--- config.mk ---
export PLATFORM = sky130hd
export DESIGN_NAME = led_bank
export DESIGN_NICKNAME = d
export VERILOG_FILES = /design/src/rtl/led_bank_pkg.sv /design/src/rtl/led_channel.sv /design/src/rtl/led_bank.sv
export SDC_FILE = /design/constraint.sdc
export NUM_CORES = 1
export LEC_CHECK = 0
export BUFFER_PORTS_ARGS = -buffer_cell sky130_fd_sc_hd__buf_4
export CAP_MARGIN = 20
export CELL_PAD_IN_SITES_DETAIL_PLACEMENT = 1
export CELL_PAD_IN_SITES_GLOBAL_PLACEMENT = 2
export CORE_UTILIZATION = 25
export CTS_BUF_LIST = sky130_fd_sc_hd__clkbuf_16
export CTS_CLUSTER_SIZE = 20
export DETAILED_ROUTE_END_ITERATION = 7
export PLACE_DENSITY_LB_ADDON = 0.1
export SLEW_MARGIN = 5
export SYNTH_ARGS = -nofsm -noshare
export SYNTH_HDL_FRONTEND = slang
export SYNTH_SLANG_ARGS = --single-unit
--- constraint.sdc ---
create_clock -name clk -period 4.5 [get_ports clk]
set_input_delay 0.45 -clock clk [delete_from_list [all_inputs] [get_ports clk]]
set_output_delay 0.45 -clock clk [all_outputs]
set_load 0.02 [all_outputs]
--- src/rtl/led_bank_pkg.sv ---
// led_bank_pkg: mode encoding and prescaler divide helper shared by led_bank and led_channel
package led_bank_pkg;
   typedef enum logic [1:0] {M_OFF, M_ON, M_BLINK, M_BREATHE} led_mode_t;
   function automatic int calc_div(input int clk_hz, input int tick_hz);
      return clk_hz / tick_hz;
   endfunction
endpackage

--- src/rtl/led_channel.sv ---
// led_channel: one LED's mode, tick counter, blink/breathe state and output register
// BREATHE duty/up state is compiled in only with LED_BREATHE_EN
module led_channel
   import led_bank_pkg::*;
#(
`ifdef LED_BREATHE_EN
   parameter int PWM_W    = 8,
`endif
   parameter int PER_W    = 16,
   parameter int DEF_HALF = 500
) (
   input  logic             clk,
   input  logic             rst_n,
   input  logic             we,
   input  logic             tick,
   input  logic [1:0]       mode_in,
   input  logic [PER_W-1:0] half_in,
`ifdef LED_BREATHE_EN
   input  logic [PWM_W-1:0] pwm,
`endif
   output logic             led
);
   led_mode_t mode;
   logic [PER_W-1:0] half, cnt, h;
   logic bs, run, step, lv;
   assign h = (half == '0) ? PER_W'(1) : half;
   assign run = mode == M_BLINK || mode == M_BREATHE;
   assign step = run && tick && cnt == h - 1'b1;
`ifdef LED_BREATHE_EN
   localparam logic [PWM_W-1:0] DMAX = '1;
   logic [PWM_W-1:0] duty, nd;
   logic up;
   assign nd = up ? duty + 1'b1 : duty - 1'b1;
   assign lv = (mode == M_BREATHE) ? pwm < duty : mode == M_ON || (mode == M_BLINK && bs);
`else
   assign lv = mode == M_ON || (run && bs);
`endif
   always_ff @(posedge clk or negedge rst_n) begin
      if (!rst_n) begin
         mode <= M_OFF;
         half <= PER_W'(DEF_HALF);
         cnt  <= '0;
         bs   <= 1'b0;
         led  <= 1'b0;
`ifdef LED_BREATHE_EN
         duty <= '0;
         up   <= 1'b1;
`endif
      end else begin
         if (we) begin
            mode <= led_mode_t'(mode_in);
            half <= half_in;
            cnt  <= '0;
            bs   <= 1'b0;
`ifdef LED_BREATHE_EN
            duty <= '0;
            up   <= 1'b1;
`endif
         end else begin
            cnt <= (!run || step) ? '0 : tick ? cnt + 1'b1 : cnt;
            if (step) begin
               bs <= ~bs;
`ifdef LED_BREATHE_EN
               // direction flips in the same update that lands on an extreme
               if (mode == M_BREATHE) begin
                  duty <= nd;
                  up   <= up ? nd != DMAX : nd == '0;
               end
`endif
            end
         end
         led <= lv;
      end
   end
endmodule

--- src/rtl/led_bank.sv ---
// led_bank: multi-channel LED driver with shared prescaler, PWM counter and config decode
// Optional BREATHE mode enabled by defining LED_BREATHE_EN
module led_bank
   import led_bank_pkg::*;
#(
   parameter int CLK_HZ   = 25_000_000,
   parameter int TICK_HZ  = 1000,
   parameter int NUM_CH   = 4,
   parameter int PER_W    = 16,
   parameter int PWM_W    = 8,
   parameter int DEF_HALF = 500,
   localparam int CH_W    = (NUM_CH > 1) ? $clog2(NUM_CH) : 1
) (
   input  logic              clk,
   input  logic              rst_n,
   input  logic              cfg_we,
   input  logic [CH_W-1:0]   cfg_ch,
   input  logic [1:0]        cfg_mode,
   input  logic [PER_W-1:0]  cfg_half,
   output logic [NUM_CH-1:0] led,
   output logic              tick
);
   localparam int DIV = calc_div(CLK_HZ, TICK_HZ);
   localparam int PRE_W = $clog2(DIV);
   if (DIV < 2 || PWM_W < 1 || NUM_CH < 1) begin : g_bad_params
      $error("led_bank: illegal parameters");
   end
   logic [PRE_W-1:0] pre;
   logic last;
   assign last = pre == PRE_W'(DIV - 1);
   always_ff @(posedge clk or negedge rst_n) begin
      if (!rst_n) begin
         pre  <= '0;
         tick <= 1'b0;
      end else begin
         pre  <= last ? '0 : pre + 1'b1;
         tick <= last;
      end
   end
`ifdef LED_BREATHE_EN
   logic [PWM_W-1:0] pwm_cnt;
   always_ff @(posedge clk or negedge rst_n) begin
      if (!rst_n) pwm_cnt <= '0;
      else pwm_cnt <= pwm_cnt + 1'b1;
   end
`endif
   // equality decode also drops writes to channels that do not exist
   for (genvar g = 0; g < NUM_CH; g++) begin : g_ch
      led_channel #(
`ifdef LED_BREATHE_EN
         .PWM_W(PWM_W),
`endif
         .PER_W(PER_W),
         .DEF_HALF(DEF_HALF)
      ) u_ch (
         .clk(clk),
         .rst_n(rst_n),
         .we(cfg_we && cfg_ch == CH_W'(g)),
         .tick(tick),
         .mode_in(cfg_mode),
         .half_in(cfg_half),
`ifdef LED_BREATHE_EN
         .pwm(pwm_cnt),
`endif
         .led(led[g])
      );
   end
endmodule

==> impl_metrics.py <==
metrics = {
    "status": {
        "outcome": "finished clean",
    },
    "global_route": {
        "grtUsageTotal": 0.159,
        "gr-total-overflow": 0,
        "grt_start_max_net_pins": 96,
        "grt_pass1_vias": 8274,
        "antenna_found_initial": 0,
        "grt_pass1_wl_um": 48500,
    },
    "floorplanning": {
        "fp.dieW_um": 200,
        "die-area_um2": 39800,
        "die_y_um": 200,
        "core_area_um2": 38600,
        "num_rows": 72,
        "start_util": 0.253,
        "ios": 28,
    },
    "setup_path": {
        "critPathMaxFanout": 17,
        "critPathBufInv": 1,
        "cp_top_family": "simple AND/OR/NAND/NOR gates",
        "criticalPathCategory": "reg -> reg",
        "cp_cell_sequence": "or4_4 -> and4bb_2 -> a21oi_1 -> ha_1 -> o211ai_1 -> a221oi_1 -> o221ai_1 -> a2111o_1 -> or4_1 -> or4_1 -> buf_12 -> nand2_4 -> o311ai_1",
        "crit_path_end_kind": "register",
        "critical_path.slowest_cell": "or4_4",
        "cp_slowest_stage_delay_ns": 0.56,
        "crit_required_ns": 4.81,
        "cp_common_cell": "or4_1",
        "critPathLaunchType": "register",
        "worstPathArrival_ns": 4.49,
    },
    "route": {
        "drt_iter0_drc": 255,
        "post_drt_wl_per_cell_um": 19.0,
        "vias": 7748,
        "dr.pass1.iters": 4,
        "drtAntennaViolNets": 0,
        "wl_um": 29600,
        "drc": 0,
        "vias_per_cell": 4.98,
    },
    "power": {
        "sw_frac_of_total": 0.317,
        "internal-power_mw": 2.71,
        "switchingPower_mw": 1.26,
        "leakage_nw": 4.14,
        "pwr-share-clk": 0.357,
        "powerDensity_nw_per_um2": 356,
        "ir_drop_uv": 238,
        "p_comb_frac": 0.188,
        "seqPwrFrac": 0.455,
    },
    "synth": {
        "syn_avg_cell_area_um2": 9.65,
        "postSynthCellCount": 1011,
        "synth_ff_type": "dfrtp_1",
        "synth-edff-count": 0,
        "synth_top_area_frac": 0.349,
        "async_flop_share": 1.00,
        "netlist_top_cells_area": "dfrtp_1 35%, mux2_2 8.5%, dfstp_2 6.5%",
        "yosysUniqueCellTypes": 71,
        "syn-num-nets": 1043,
        "yosysTopAreaCell": "dfrtp_1",
        "ys_seq_area_frac": 0.413,
        "synth_common_cells": "136 x dfrtp_1, 102 x nand2_1, 74 x mux2_2, 74 x nand3_1, 55 x xnor2_1",
        "yosysMostFrequentCell": "dfrtp_1",
        "yosysWarnings": 0,
        "synth-seq-cells": 160,
        "syn_area_um2": 9760,
    },
    "clock_tree": {
        "htreeDepth": 4,
        "cts_setup_buffers": 0,
        "clkTransAtPathRegs_ns": 0.07,
        "cts.sinks": 160,
        "cts_tree": "done",
        "cts_root_buf": "clkbuf_16",
        "post_cts_resized": 0,
        "numCtsBuffers": 17,
        "worstSkewPairLatency_ns": 0.45,
        "ctsHoldBuffers": 0,
        "clockBufferDepth": 2,
    },
    "place": {
        "place_inst": 1524,
        "place_congestion": 0.800,
        "port_buffers": 27,
        "hpwl_um": 21200,
        "pre_cts_slack_ns": 0.203,
    },
    "sta": {
        "slew_viol_final": 0,
        "fin_crit_sh": 0.928,
        "timing.final.hold_violations": 0,
        "rsz0062_at_grt": "no",
        "slew_headroom": 0.357,
        "fin_ws_ns": 0.325,
        "setup_viol": 0,
        "finalCriticalPeriod_ns": 4.17,
        "setup-tns-final_ns": 0,
        "finClkSkew_ns": 0.0152,
        "worstMarginPinSlew_ns": 0.965,
        "max_freq_mhz": 240,
    },
    "run": {
        "maxCapViolCount": 0,
    },
    "finish": {
        "drive_gt1_frac": 0.204,
        "nets": 1058,
        "stdcell_count": 1557,
        "fill_cells": 4436,
        "diodes": 0,
        "syn_to_final_growth_pct": 14.3,
    },
    "worst_hold_path": {
        "hold_class": "in -> async",
    },
}
routing by layer:
| metal | track usage | vias to the layer above | wire, um |
|---|---|---|---|
| met5 | 0 | - | 0 |
| met4 | 0.0435 | 0 | 462 |
| met3 | 0.0287 | 22 | 574 |
| met2 | 0.261 | 45 | 14200 |
| met1 | 0.213 | 3892 | 14400 |
| li1 | - | 3789 | - |
state kept, by name (all words and copies together), names as in the netlist:
name and count:
pre 15, g_ch.u_ch.bs 4, g_ch.u_ch.cnt 64, g_ch.u_ch.mode 8, g_ch.u_ch.led 4, tick 1
g_ch.u_ch.half 64
kinds of logic after synthesis:
logic type                 Yosys count  share of synthesized area
muxes                               93                      0.105
adders and majority gates            9                     0.0115
AOI/OAI and AO/OA                  166                      0.125
DFF                                160                      0.413
and+or+nand+nor                    407                      0.227
buffers and inverters               88                     0.0399
xor gates and xnor gates            88                     0.0790
worst reg2reg max path, stage by stage (launching register included):
cell,delay (ns)
dfrtp_1,0.44
or4_4,0.56
and4bb_2,0.39
a21oi_1,0.09
ha_1,0.33
o211ai_1,0.08
a221oi_1,0.22
o221ai_1,0.15
a2111o_1,0.40
or4_1,0.46
or4_1,0.48
buf_12,0.19
nand2_4,0.15
o311ai_1,0.12
layout by cell type, fill, tap and decap left out, types with 16 or more instances in the layout:
cell,count
clkbuf_16,17
mux2_2,74
nor3_1,17
and3_1,16
xor2_1,33
o21ai_0,28
dfstp_2,24
buf_4,56
inv_1,27
a31oi_1,25
nand3_1,74
dfrtp_1,136
nand4_1,30
nor4_1,17
nor2_1,50
mux2i_1,19
xnor2_1,55
or3_1,16
nand2_1,101
o311ai_1,23
layout make-up:
| class | count | area (um^2) | share of cell area |
|---|---|---|---|
| inverters | 24 | 90.1 | 0.00807 |
| multi-input cells | 763 | 5360 | 0.480 |
| flip-flops and latches | 160 | 4030 | 0.362 |
| well taps | 518 | 648 | 0.0581 |
| repair buffers | 60 | 483 | 0.0433 |
| clock buffers | 17 | 425 | 0.0381 |
| clock inverters | 15 | 123 | 0.0110 |
worst paths after layout:
check	end	slack (ns)	from	depth (start not counted)
min reg2reg	pre[0]$_DFF_PN0_	0.46	pre[0]$_DFF_PN0_	1
min	g_ch[1].u_ch.cnt[2]$_DFFE_PN0P_	0.05	rst_n	1
max reg2reg	g_ch[3].u_ch.cnt[9]$_DFFE_PN0P_	0.33	g_ch[3].u_ch.half[12]$_DFFE_PN0P_	13
max in group asynchronous	g_ch[3].u_ch.half[5]$_DFFE_PN1P_	3.38	rst_n	2
min in group clk	g_ch[0].u_ch.mode[1]$_DFFE_PN0P_	0.27	cfg_mode[1]	2
max	g_ch[3].u_ch.cnt[9]$_DFFE_PN0P_	0.33	g_ch[3].u_ch.half[12]$_DFFE_PN0P_	13
power by group through the flow:
stage | sequential, mW | combinational [mW] | clock (mW)
floorplan | 1.74 | 0.565 | 0
global placement | 1.84 | 0.757 | 0
detailed placement | 1.84 | 0.756 | 0
CTS | 1.81 | 0.759 | 1.48
global route | 1.84 | 0.839 | 1.53
finish | 1.81 | 0.746 | 1.42
through the flow:
stage | util | power [mW] | hold WS, ns | instance area, um^2
2_1_floorplan | - | 2.30 | 0.154 | 9760
3_3_place_gp | 0.275 | 2.59 | 0.450 | 10600
3_5_place_dp | 0.275 | 2.59 | 0.457 | 10600
4_1_cts | 0.289 | 4.05 | 0.105 | 11100
5_1_grt | 0.289 | 4.21 | 0.137 | 11200
6_report | 0.289 | 3.97 | 0.0528 | 11200
Note: power is estimated with default switching activity, not from simulation.
